File: src/rtl/binary_to_bcd_fsm.sv
// binary_to_bcd_fsm
// Sequential binary-to-BCD converter using the double-dabble algorithm.
// One conversion takes exactly WIDTH shift cycles after the accepting edge,
// followed by a single DONE cycle that pulses 'done' with the new result.
// DIGITS must be large enough that 10**DIGITS > 2**WIDTH - 1, otherwise the
// top decimal digit is lost.
module binary_to_bcd_fsm #(
  parameter int WIDTH  = 8,
  parameter int DIGITS = 3
) (
  input  logic                  clk,
  input  logic                  reset,
  input  logic                  start,
  input  logic [WIDTH-1:0]      bin_in,
  output logic [4*DIGITS-1:0]   bcd_out,
  output logic                  busy,
  output logic                  done
);

  localparam int BCD_W = 4 * DIGITS;
  localparam int CNT_W = $clog2(WIDTH + 1);
  localparam int CAT_W = BCD_W + WIDTH;

  typedef enum logic [1:0] {
    ST_IDLE  = 2'd0,
    ST_SHIFT = 2'd1,
    ST_DONE  = 2'd2
  } state_t;

  // Add 3 to every BCD digit that is 5 or more, so that the following
  // left shift carries correctly into the next decimal digit.
  function automatic logic [BCD_W-1:0] add3_digits(input logic [BCD_W-1:0] v);
    logic [BCD_W-1:0] r;
    logic [3:0]       nib;
    r = v;
    for (int d = 0; d < DIGITS; d++) begin
      nib = v[4*d +: 4];
      if (nib >= 4'd5) begin
        r[4*d +: 4] = nib + 4'd3;
      end else begin
        r[4*d +: 4] = nib;
      end
    end
    return r;
  endfunction

  // One double-dabble step: correct the scratch digits, then shift the
  // combined {scratch, binary} register left by one bit.
  function automatic logic [CAT_W-1:0] dabble_step(input logic [BCD_W-1:0] scratch,
                                                   input logic [WIDTH-1:0] shreg);
    logic [CAT_W-1:0] cat;
    cat = {add3_digits(scratch), shreg};
    return cat << 1;
  endfunction

  // Registered state and datapath.
  state_t             r_state;
  logic [WIDTH-1:0]   r_shift;
  logic [BCD_W-1:0]   r_scratch;
  logic [CNT_W-1:0]   r_cnt;
  logic [BCD_W-1:0]   r_bcd;
  logic               r_busy;
  logic               r_done;

  // Next-state values produced by the combinational process.
  state_t             w_state_nxt;
  logic [WIDTH-1:0]   w_shift_nxt;
  logic [BCD_W-1:0]   w_scratch_nxt;
  logic [CNT_W-1:0]   w_cnt_nxt;
  logic [BCD_W-1:0]   w_bcd_nxt;
  logic               w_busy_nxt;
  logic               w_done_nxt;
  logic [CAT_W-1:0]   w_step;

  assign w_step = dabble_step(r_scratch, r_shift);

  // Next-state and datapath decode; everything holds unless a transition says otherwise.
  always_comb begin
    w_state_nxt   = r_state;
    w_shift_nxt   = r_shift;
    w_scratch_nxt = r_scratch;
    w_cnt_nxt     = r_cnt;
    w_bcd_nxt     = r_bcd;

    case (r_state)
      ST_IDLE: begin
        if (start) begin
          w_shift_nxt   = bin_in;
          w_scratch_nxt = {BCD_W{1'b0}};
          w_cnt_nxt     = CNT_W'(WIDTH);
          w_state_nxt   = ST_SHIFT;
        end else begin
          w_state_nxt   = ST_IDLE;
        end
      end

      ST_SHIFT: begin
        w_scratch_nxt = w_step[CAT_W-1:WIDTH];
        w_shift_nxt   = w_step[WIDTH-1:0];
        // A zero count cannot occur in SHIFT; treat it as the last step so
        // a corrupted counter can never trap the machine here.
        if (r_cnt <= CNT_W'(1)) begin
          w_cnt_nxt   = {CNT_W{1'b0}};
          w_bcd_nxt   = w_step[CAT_W-1:WIDTH];
          w_state_nxt = ST_DONE;
        end else begin
          w_cnt_nxt   = r_cnt - CNT_W'(1);
          w_state_nxt = ST_SHIFT;
        end
      end

      ST_DONE: begin
        w_state_nxt = ST_IDLE;
      end

      default: begin
        w_state_nxt = ST_IDLE;
      end
    endcase

    // Status flags are registered alongside the state so they never glitch.
    w_busy_nxt = (w_state_nxt != ST_IDLE);
    w_done_nxt = (w_state_nxt == ST_DONE);
  end

  // State register with asynchronous active-low reset.
  always_ff @(posedge clk or negedge reset) begin
    if (!reset) begin
      r_state <= ST_IDLE;
    end else begin
      r_state <= w_state_nxt;
    end
  end

  // Shift, scratch, counter and result registers.
  always_ff @(posedge clk or negedge reset) begin
    if (!reset) begin
      r_shift   <= {WIDTH{1'b0}};
      r_scratch <= {BCD_W{1'b0}};
      r_cnt     <= {CNT_W{1'b0}};
      r_bcd     <= {BCD_W{1'b0}};
    end else begin
      r_shift   <= w_shift_nxt;
      r_scratch <= w_scratch_nxt;
      r_cnt     <= w_cnt_nxt;
      r_bcd     <= w_bcd_nxt;
    end
  end

  // Registered busy/done flags that mirror the registered state.
  always_ff @(posedge clk or negedge reset) begin
    if (!reset) begin
      r_busy <= 1'b0;
      r_done <= 1'b0;
    end else begin
      r_busy <= w_busy_nxt;
      r_done <= w_done_nxt;
    end
  end

  assign bcd_out = r_bcd;
  assign busy    = r_busy;
  assign done    = r_done;

endmodule

File: config.mk
export PLATFORM = sky130hd
export DESIGN_NAME = binary_to_bcd_fsm
export DESIGN_NICKNAME = d
export VERILOG_FILES = /design/src/rtl/binary_to_bcd_fsm.sv
export SDC_FILE = /design/constraint.sdc
export NUM_CORES = 1
export LEC_CHECK = 0
export ABC_AREA = 1
export CAP_MARGIN = 0
export CORE_AREA = 2 2 67 69
export CTS_CLUSTER_DIAMETER = 150
export DETAILED_ROUTE_END_ITERATION = 8
export DIE_AREA = 0 0 69 71
export GPL_ROUTABILITY_DRIVEN = 0
export PLACE_DENSITY = 0.72
export SLEW_MARGIN = 20
export SYNTH_ARGS = -nofsm -noshare
export SYNTH_HDL_FRONTEND = slang
export SYNTH_SLANG_ARGS = --single-unit
export TNS_END_PERCENT = 1
File: constraint.sdc
create_clock -name clk -period 1.3 [get_ports clk]
set_input_delay 0.26 -clock clk [delete_from_list [all_inputs] [get_ports clk]]
set_output_delay 0.26 -clock clk [all_outputs]
set_load 0.01 [all_outputs]
==> results of run 1 <==
## worst max-delay path by stage
stage                       endpoint  slack (ps)  depth (start not counted)
after global routing      bcd_out[9]        -130                          9
after global placement      r_cnt[0]         -70                          6
after detailed placement  bcd_out[9]         -90                          9
after floorplan           bcd_out[4]         -30                         10
final                     bcd_out[9]         -20                          9
after CTS                 bcd_out[9]         -20                          9
## cells by family (layout without fill, tap and decap cells)
family,after synthesis,in the layout,synth area share
AOI/OAI and AO/OA,27,27,0.0733
and+or+nand+nor,130,130,0.278
adders and majority gates,8,8,0.0510
buffers and inverters,31,73,0.0829
DFF,40,40,0.510
xor gates and xnor gates,1,1,0.00447
## state kept, by name (all words and copies together) (netlist names)
signal / flops
bcd_out: 12
r_shift: 8
r_scratch: 12
r_state: 2
busy: 1
done: 1
r_cnt: 4
## what timing repair did
item	4_1_cts	5_1_grt
endpoints found under the setup margin	30	36
hold endpoints to repair	15	0
hold buffers	1	0
resized for setup	17	19
## metrics by stage
step | util | instances
6_report | 0.585 | 331
5_1_grt | 0.585 | 331
2_1_floorplan | - | 237
3_3_place_gp | 0.553 | 322
4_1_cts | 0.574 | 331
3_5_place_dp | 0.553 | 322
## metal layers
layer | track usage | vias to the layer above | wire (um)
met5 | 0 | - | 0
li1 | - | 834 | -
met3 | 0.0427 | 4 | 154
met1 | 0.235 | 752 | 1840
met2 | 0.302 | 33 | 2100
met4 | 0.0806 | 0 | 31
## synth_stat cells, types with 2 or more instances
library cell              count  area share
sky130_fd_sc_hd__nand2_1     84        0.16
sky130_fd_sc_hd__dfrtp_1     40        0.51
sky130_fd_sc_hd__inv_1       22       0.042
sky130_fd_sc_hd__nand3_1     22       0.056
sky130_fd_sc_hd__nor2_1      14       0.027
sky130_fd_sc_hd__o21ai_0     12       0.031
sky130_fd_sc_hd__ha_1         8       0.051
sky130_fd_sc_hd__a21oi_1      6       0.015
sky130_fd_sc_hd__buf_6        5       0.029
sky130_fd_sc_hd__o22ai_1      5       0.016
sky130_fd_sc_hd__nand2_2      4       0.013
sky130_fd_sc_hd__nand4_1      4       0.013
sky130_fd_sc_hd__o21ai_1      3      0.0077
sky130_fd_sc_hd__inv_2        2      0.0038
## critical path: stages (launching register included)
cell and delay (ps):
sky130_fd_sc_hd__dfrtp_1 410, sky130_fd_sc_hd__inv_2 70, sky130_fd_sc_hd__ha_2 170, sky130_fd_sc_hd__inv_1 50, sky130_fd_sc_hd__nand2_2 70, sky130_fd_sc_hd__nand2_2 70, sky130_fd_sc_hd__nor2_4 110, sky130_fd_sc_hd__buf_6 160
sky130_fd_sc_hd__nand3_1 100, sky130_fd_sc_hd__nand2_1 70
## report_power, final
group | switching, mW | total (mW) | leakage, nW | internal, mW
Clock | 0.451 | 0.875 | 0.0510 | 0.424
Sequential | 0.352 | 2.15 | 0.511 | 1.79
Combinational | 1.79 | 3.05 | 0.724 | 1.26
## final cells by class
cell class / instances / area, um2 / area share
Clock buffer: 6 / 82.6 / 0.0336
Clock inverter: 2 / 10.0 / 0.00407
Inverter: 25 / 101 / 0.0412
Multi-Input combinational cell: 166 / 845 / 0.343
Sequential cell: 40 / 1000 / 0.407
Tap cell: 52 / 65.1 / 0.0264
Timing Repair Buffer: 40 / 357 / 0.145
==> impl_summary.log, run 1 <==
[metrics] Maximum Capacitance Violations: 0
[metrics] net count of the mapped netlist: 256
[metrics] CTS H-tree lvls: 2
[metrics] endpoints failing hold: 0
[metrics] Area growth syn-to-layout: 25.4%
[metrics] startpoint of the worst register-to-register path: r_cnt[0]
[metrics] share of flip-flops with an asynchronous set or reset: 1.00
[metrics] Arr. time, crit path: 1560 ps
[metrics] Clk Tree Root Cell: sky130_fd_sc_hd__clkbuf_8
[metrics] Total Power Consumption: 6.07 mW
[metrics] largest net degree at the start of global routing: 26
[metrics] final worst clock skew: roughly 4.6 ps
[metrics] worst hold margin: 411 ps
[metrics] f_max: 0.758 GHz
[metrics] RSZ-0062 raised after global routing: yes
[metrics] vias: between 1,500 and 2,000
[metrics] final-layout fill cell count: ~390
[metrics] LEAKAGE: 1.29 nW
[metrics] ys flop type: sky130_fd_sc_hd__dfrtp_1
[metrics] worst reg2reg endpoint: bcd_out[9]
[metrics] post-route standard cell area excluding fillers: ~2500 um2
[metrics] aggregate global routing overflow: 0
[metrics] failing checks: negative setup slack
[metrics] setup-violating endpoint count in the final report: 4
[metrics] pins over their slew limit: 0
[metrics] vias in the first global route: 1,600
[metrics] DRC errors left: 0
[metrics] post-placement cell area: 2320 um2
[metrics] syn_area_per_cell: 8.28 um2
[metrics] cell area power density: 2470 nW/um2
[metrics] clock latency on the worst-skew pair: 300 ps
[metrics] FF-to-FF setup slack: -20 ps
[metrics] register bit count reported by yosys: 40
[metrics] Final ANT Viol Nets: 0
[metrics] CP startpoint kind: flip-flop
[metrics] routed wirelength normalized by instance count: 12.4 um
[metrics] antenna cells: 0
[metrics] DP Wirelength: a little under 3000 um
[metrics] cts bufs inserted: 5
[metrics] result of the run: finished, violations left
[metrics] number of antenna violations at the first check in global routing: 0
[metrics] die width: 69 um
[metrics] initial core utilization: 0.467
[metrics] die boundary height: between 70 and 80 um
[metrics] buffer levels on the longest clock path: 2
[metrics] final critical-path required period: 1320 ps
[metrics] buffer count from post-CTS setup fixing: 0
[metrics] Peak supply drop: 1100 uV
[metrics] clk sinks: 40
[metrics] wire length of the first global-routing pass: about 7000 um
[metrics] clock-pin slew on the worst setup and hold paths: 80 ps
[metrics] worst setup slack after layout: -19.5 ps
[metrics] layout cells sized above 1: 0.176
[metrics] worst reg2reg path depth: 9
[metrics] number of detailed-routing iterations run before antenna repair: 4
[metrics] largest driver fanout on the critical path: 11
[metrics] number of flops mapped to enable cells by yosys: 0
[metrics] number of warning messages in the yosys log: 0
[metrics] cell count after synthesis: between 200 and 250
[metrics] floorplan row count: 24
[metrics] Slew HR: 0.744
[metrics] launching instance or port of the critical path: r_cnt[0]
[metrics] First DRT Iteration DRCs: 91
[metrics] post-route clock period utilization: 1.02
[metrics] Unique masters post-synth: 20
[metrics] Overall Global Routing Usage: 0.184
[metrics] post-synthesis sequential area ratio: 0.510
[metrics] per-cell via count in the routed design: a little under 5
[metrics] Final Net Count: 297
[metrics] CP required: about 1500 ps
[metrics] actual slew at the worst max-slew pin: 384 ps
[metrics] number of top-level design ports: 25
[metrics] path type of the worst min-delay path: primary input to async pin
[metrics] Die ar.: 4900 um2
[metrics] Worst Path Class, Setup: flip-flop to flip-flop
[metrics] pre-CTS setup slack: -89.7 ps
[metrics] # port buffers: 24
[metrics] clock tree from TritonCTS: yes
[metrics] final sum of negative setup slack: -35.4 ps
[metrics] Post-Route WL: around 4100 um
[metrics] cell area after synthesis: 1960 um2
[metrics] area of the core: 4200 um2
[metrics] Critical Path End Type: flip-flop
[metrics] top library cells by usage in the layout, fill and taps aside: sky130_fd_sc_hd__nand2_1 (78), sky130_fd_sc_hd__dfrtp_1 (40), sky130_fd_sc_hd__nand3_1 (20), sky130_fd_sc_hd__inv_1 (16)
[metrics] leading cell type in the layout, fill and taps excluded: sky130_fd_sc_hd__nand2_1
(Power assumes the default switching activity.)
==> inputs of run 2 (changes only) <==
--- a/config.mk
+++ b/config.mk
@@ -13,7 +13,7 @@
 export DIE_AREA = 0 0 69 71
 export GPL_ROUTABILITY_DRIVEN = 0
 export PLACE_DENSITY = 0.72
-export SLEW_MARGIN = 20
+export SKIP_CTS_REPAIR_TIMING = 1
 export SYNTH_ARGS = -nofsm -noshare
 export SYNTH_HDL_FRONTEND = slang
 export SYNTH_SLANG_ARGS = --single-unit
==> impl_summary.log, run 2 (synthesis results as in run 1) <==
[metrics] result of the run: finished, violations left
[metrics] failing checks: negative setup slack
[metrics] FF-to-FF setup slack: -40 ps (-20 ps)
[metrics] kind of cell adding the most delay to the critical path: simple AND/OR/NAND/NOR gates
[metrics] Worst Path Class, Setup: flip-flop to flip-flop
[metrics] die boundary height: 71 um (unchanged)
[metrics] aggregate global routing overflow: 0 (unchanged)
[metrics] setup-violating endpoint count in the final report: 8 (+4)
[metrics] number of antenna violations at the first check in global routing: 0 (unchanged)
[metrics] Overall Global Routing Usage: 0.183 (-0.00153)
[metrics] leading cell type in the layout, fill and taps excluded: sky130_fd_sc_hd__nand2_1
[metrics] pins over their slew limit: 0 (unchanged)
[metrics] final-layout fill cell count: 377 (-2.8%)
[metrics] worst reg2reg endpoint: bcd_out[9]
[metrics] path type of the worst min-delay path: primary input to async pin
[metrics] pre-CTS setup slack: -89.7 ps (unchanged)
[metrics] total internal power: 3.56 mW (+2.4%)
[metrics] routed wirelength normalized by instance count: 12.4 um (unchanged)
[metrics] worst reg2reg path depth: 9 (unchanged)
[metrics] Maximum Capacitance Violations: 0 (unchanged)
[metrics] die width: 69 um (unchanged)
[metrics] worst setup slack after layout: -39.2 ps (-19.7 ps)
[metrics] CP required: 1540 ps (about the same)
[metrics] library cell appearing most often on the critical path: sky130_fd_sc_hd__nand2_2
[metrics] Arr. time, crit path: 1580 ps (+20 ps)
[metrics] cts bufs inserted: 5 (unchanged)
[metrics] largest net degree at the start of global routing: 26 (unchanged)
[metrics] CTS H-tree lvls: 2 (unchanged)
[metrics] Placed Instances: 322 (unchanged)
[metrics] post-route clock period utilization: 1.03 (+0.0152)
[metrics] area of the core: 4200 um2 (unchanged)
[metrics] Largest stage delay, worst path: 410 ps (about the same)
[metrics] layout cells sized above 1: 0.172 (-0.00358)
[metrics] startpoint of the worst register-to-register path: r_cnt[0]
[metrics] master of the slowest instance on the critical path: sky130_fd_sc_hd__dfrtp_1
[metrics] list of cells traversed by the critical path: inv_2 -> ha_1 -> inv_1 -> nand2_2 -> nand2_2 -> nor2_4 -> buf_6 -> nand3_1 -> nand2_1
[metrics] area of the multi-input gates: 846 um2 (+0.15%)
[metrics] switching share of power: 0.422 (-0.00545)
[metrics] Critical path buffers and inverters: 3 (unchanged)
[metrics] wire length of the first global-routing pass: 7010 um (-0.97%)
[metrics] RSZ-0062 raised after global routing: yes
[metrics] cell area power density: 2450 nW/um2 (-0.82%)
[metrics] Seq. cell area: 1000 um2 (unchanged)
[metrics] final instance count without filler cells: 331 (unchanged)
[metrics] First DRT Iteration DRCs: 99 (+8.8%)
[metrics] buffer levels on the longest clock path: 2 (unchanged)
[metrics] Area growth syn-to-layout: 28.3%
[metrics] LEAKAGE: 1.44 nW (+12%)
[metrics] initial core utilization: 0.467 (unchanged)
[metrics] f_max: 0.747 GHz (-1.5%)
[metrics] portion of total power attributed to sequential cells: 0.348 (-0.005)
[metrics] Layout Utilization: 0.599 (+0.0134)
[metrics] Critical Path End Type: flip-flop
[metrics] clock latency on the worst-skew pair: 300 ps (about the same)
[metrics] final worst clock skew: 4.82 ps (+0.189 ps)
[metrics] DRC errors left: 0 (unchanged)
[metrics] portion of total power attributed to combinational logic: 0.511 (+0.008)
[metrics] endpoints failing hold: 0 (unchanged)
[metrics] clock tree from TritonCTS: yes
[metrics] Final Net Count: 297 (unchanged)
[metrics] largest driver fanout on the critical path: 11 (unchanged)
[metrics] top library cells by usage in the layout, fill and taps aside: sky130_fd_sc_hd__nand2_1 (78), sky130_fd_sc_hd__dfrtp_1 (40), sky130_fd_sc_hd__nand3_1 (20), sky130_fd_sc_hd__inv_1 (17)
[metrics] CP startpoint kind: flip-flop
[metrics] floorplan row count: 24 (unchanged)
[metrics] actual slew at the worst max-slew pin: 390 ps (+5.67 ps)
[metrics] DP Wirelength: 2910 um (unchanged)
[metrics] vias in the first global route: 1,583 (-1.1%)
[metrics] Clock Power Share: 0.142 (-0.002)
[metrics] switching power: 2.60 mW (+0.16%)
[metrics] clk sinks: 40 (unchanged)
[metrics] Clk Tree Root Cell: sky130_fd_sc_hd__clkbuf_8
[metrics] Die ar.: 4900 um2 (unchanged)
[metrics] Final ANT Viol Nets: 0 (unchanged)
[metrics] antenna cells: 0 (unchanged)
[metrics] per-cell via count in the routed design: 4.91 (about the same)
[metrics] post-route standard cell area excluding fillers: 2520 um2 (+2.3%)
[metrics] vias: 1,624 (+0.062%)
[metrics] Slew HR: 0.740 (-0.00378)
[metrics] number of detailed-routing iterations run before antenna repair: 6 (+2)
[metrics] Post-Route WL: 4120 um (unchanged)
[metrics] # port buffers: 24 (unchanged)
[metrics] post-placement cell area: 2320 um2 (unchanged)
[metrics] Peak supply drop: 1120 uV (+2.1%)
[metrics] clock-pin slew on the worst setup and hold paths: 80 ps (about the same)
[metrics] final critical-path required period: 1340 ps (+19.7 ps)
[metrics] number of top-level design ports: 25 (unchanged)
[metrics] worst hold margin: 413 ps (+1.90 ps)
run 2: changes by cell type in the layout (fill, tap and decap cells not counted), sizes merged:
cell and change:
dlymetal6s2s +14, dlygate4sd2 -14
run 2: through the flow:
step                      total power, mW  setup TNS (ps)
after floorplan                      4.12            -322
after global placement               5.09           -1150
after detailed placement             5.19           -1510
after CTS                            6.08           -3340
after global routing                 6.73           -1570
final                                6.16            -107
run 2: area by class of cell:
| type | count | share of cell area |
|---|---|---|
| clock buffers | 6 | 0.0328 |
| clock inverters | 2 | 0.00398 |
| inverters | 25 | 0.0413 |
| multi-input cells | 166 | 0.336 |
| flip-flops and latches | 40 | 0.398 |
| well taps | 52 | 0.0258 |
| repair buffers | 40 | 0.163 |
run 2: power by group through the flow:
stage / sequential (mW) / clock [mW] / combinational, mW
after CTS: 2.13 / 0.904 / 3.05
after global placement: 2.13 / 0 / 2.96
final: 2.14 / 0.873 / 3.15
after floorplan: 2.18 / 0 / 1.94
after detailed placement: 2.15 / 0 / 3.04
after global routing: 2.23 / 0.969 / 3.54
run 2: routing by layer:
metal  vias to the layer above  global-route usage  wire length, um
met3                         7              0.0427              163
met2                        32               0.299             2100
met1                       751               0.233             1820
met5                         -                   0                0
li1                        834                   -                -
met4                         0              0.0806               40
run 2: how the worst max path moves through the flow:
stage | to | slack, ps | cells past startpoint | startpoint
floorplan | bcd_out[4] | -30 | 10 | r_cnt[0]
global placement | r_cnt[0] | -70 | 6 | start
detailed placement | bcd_out[9] | -90 | 9 | r_cnt[1]
CTS | bcd_out[9] | -180 | 1 | bcd_out[9]
global route | bcd_out[9] | -150 | 9 | r_cnt[0]
finish | bcd_out[9] | -40 | 9 | r_cnt[0]
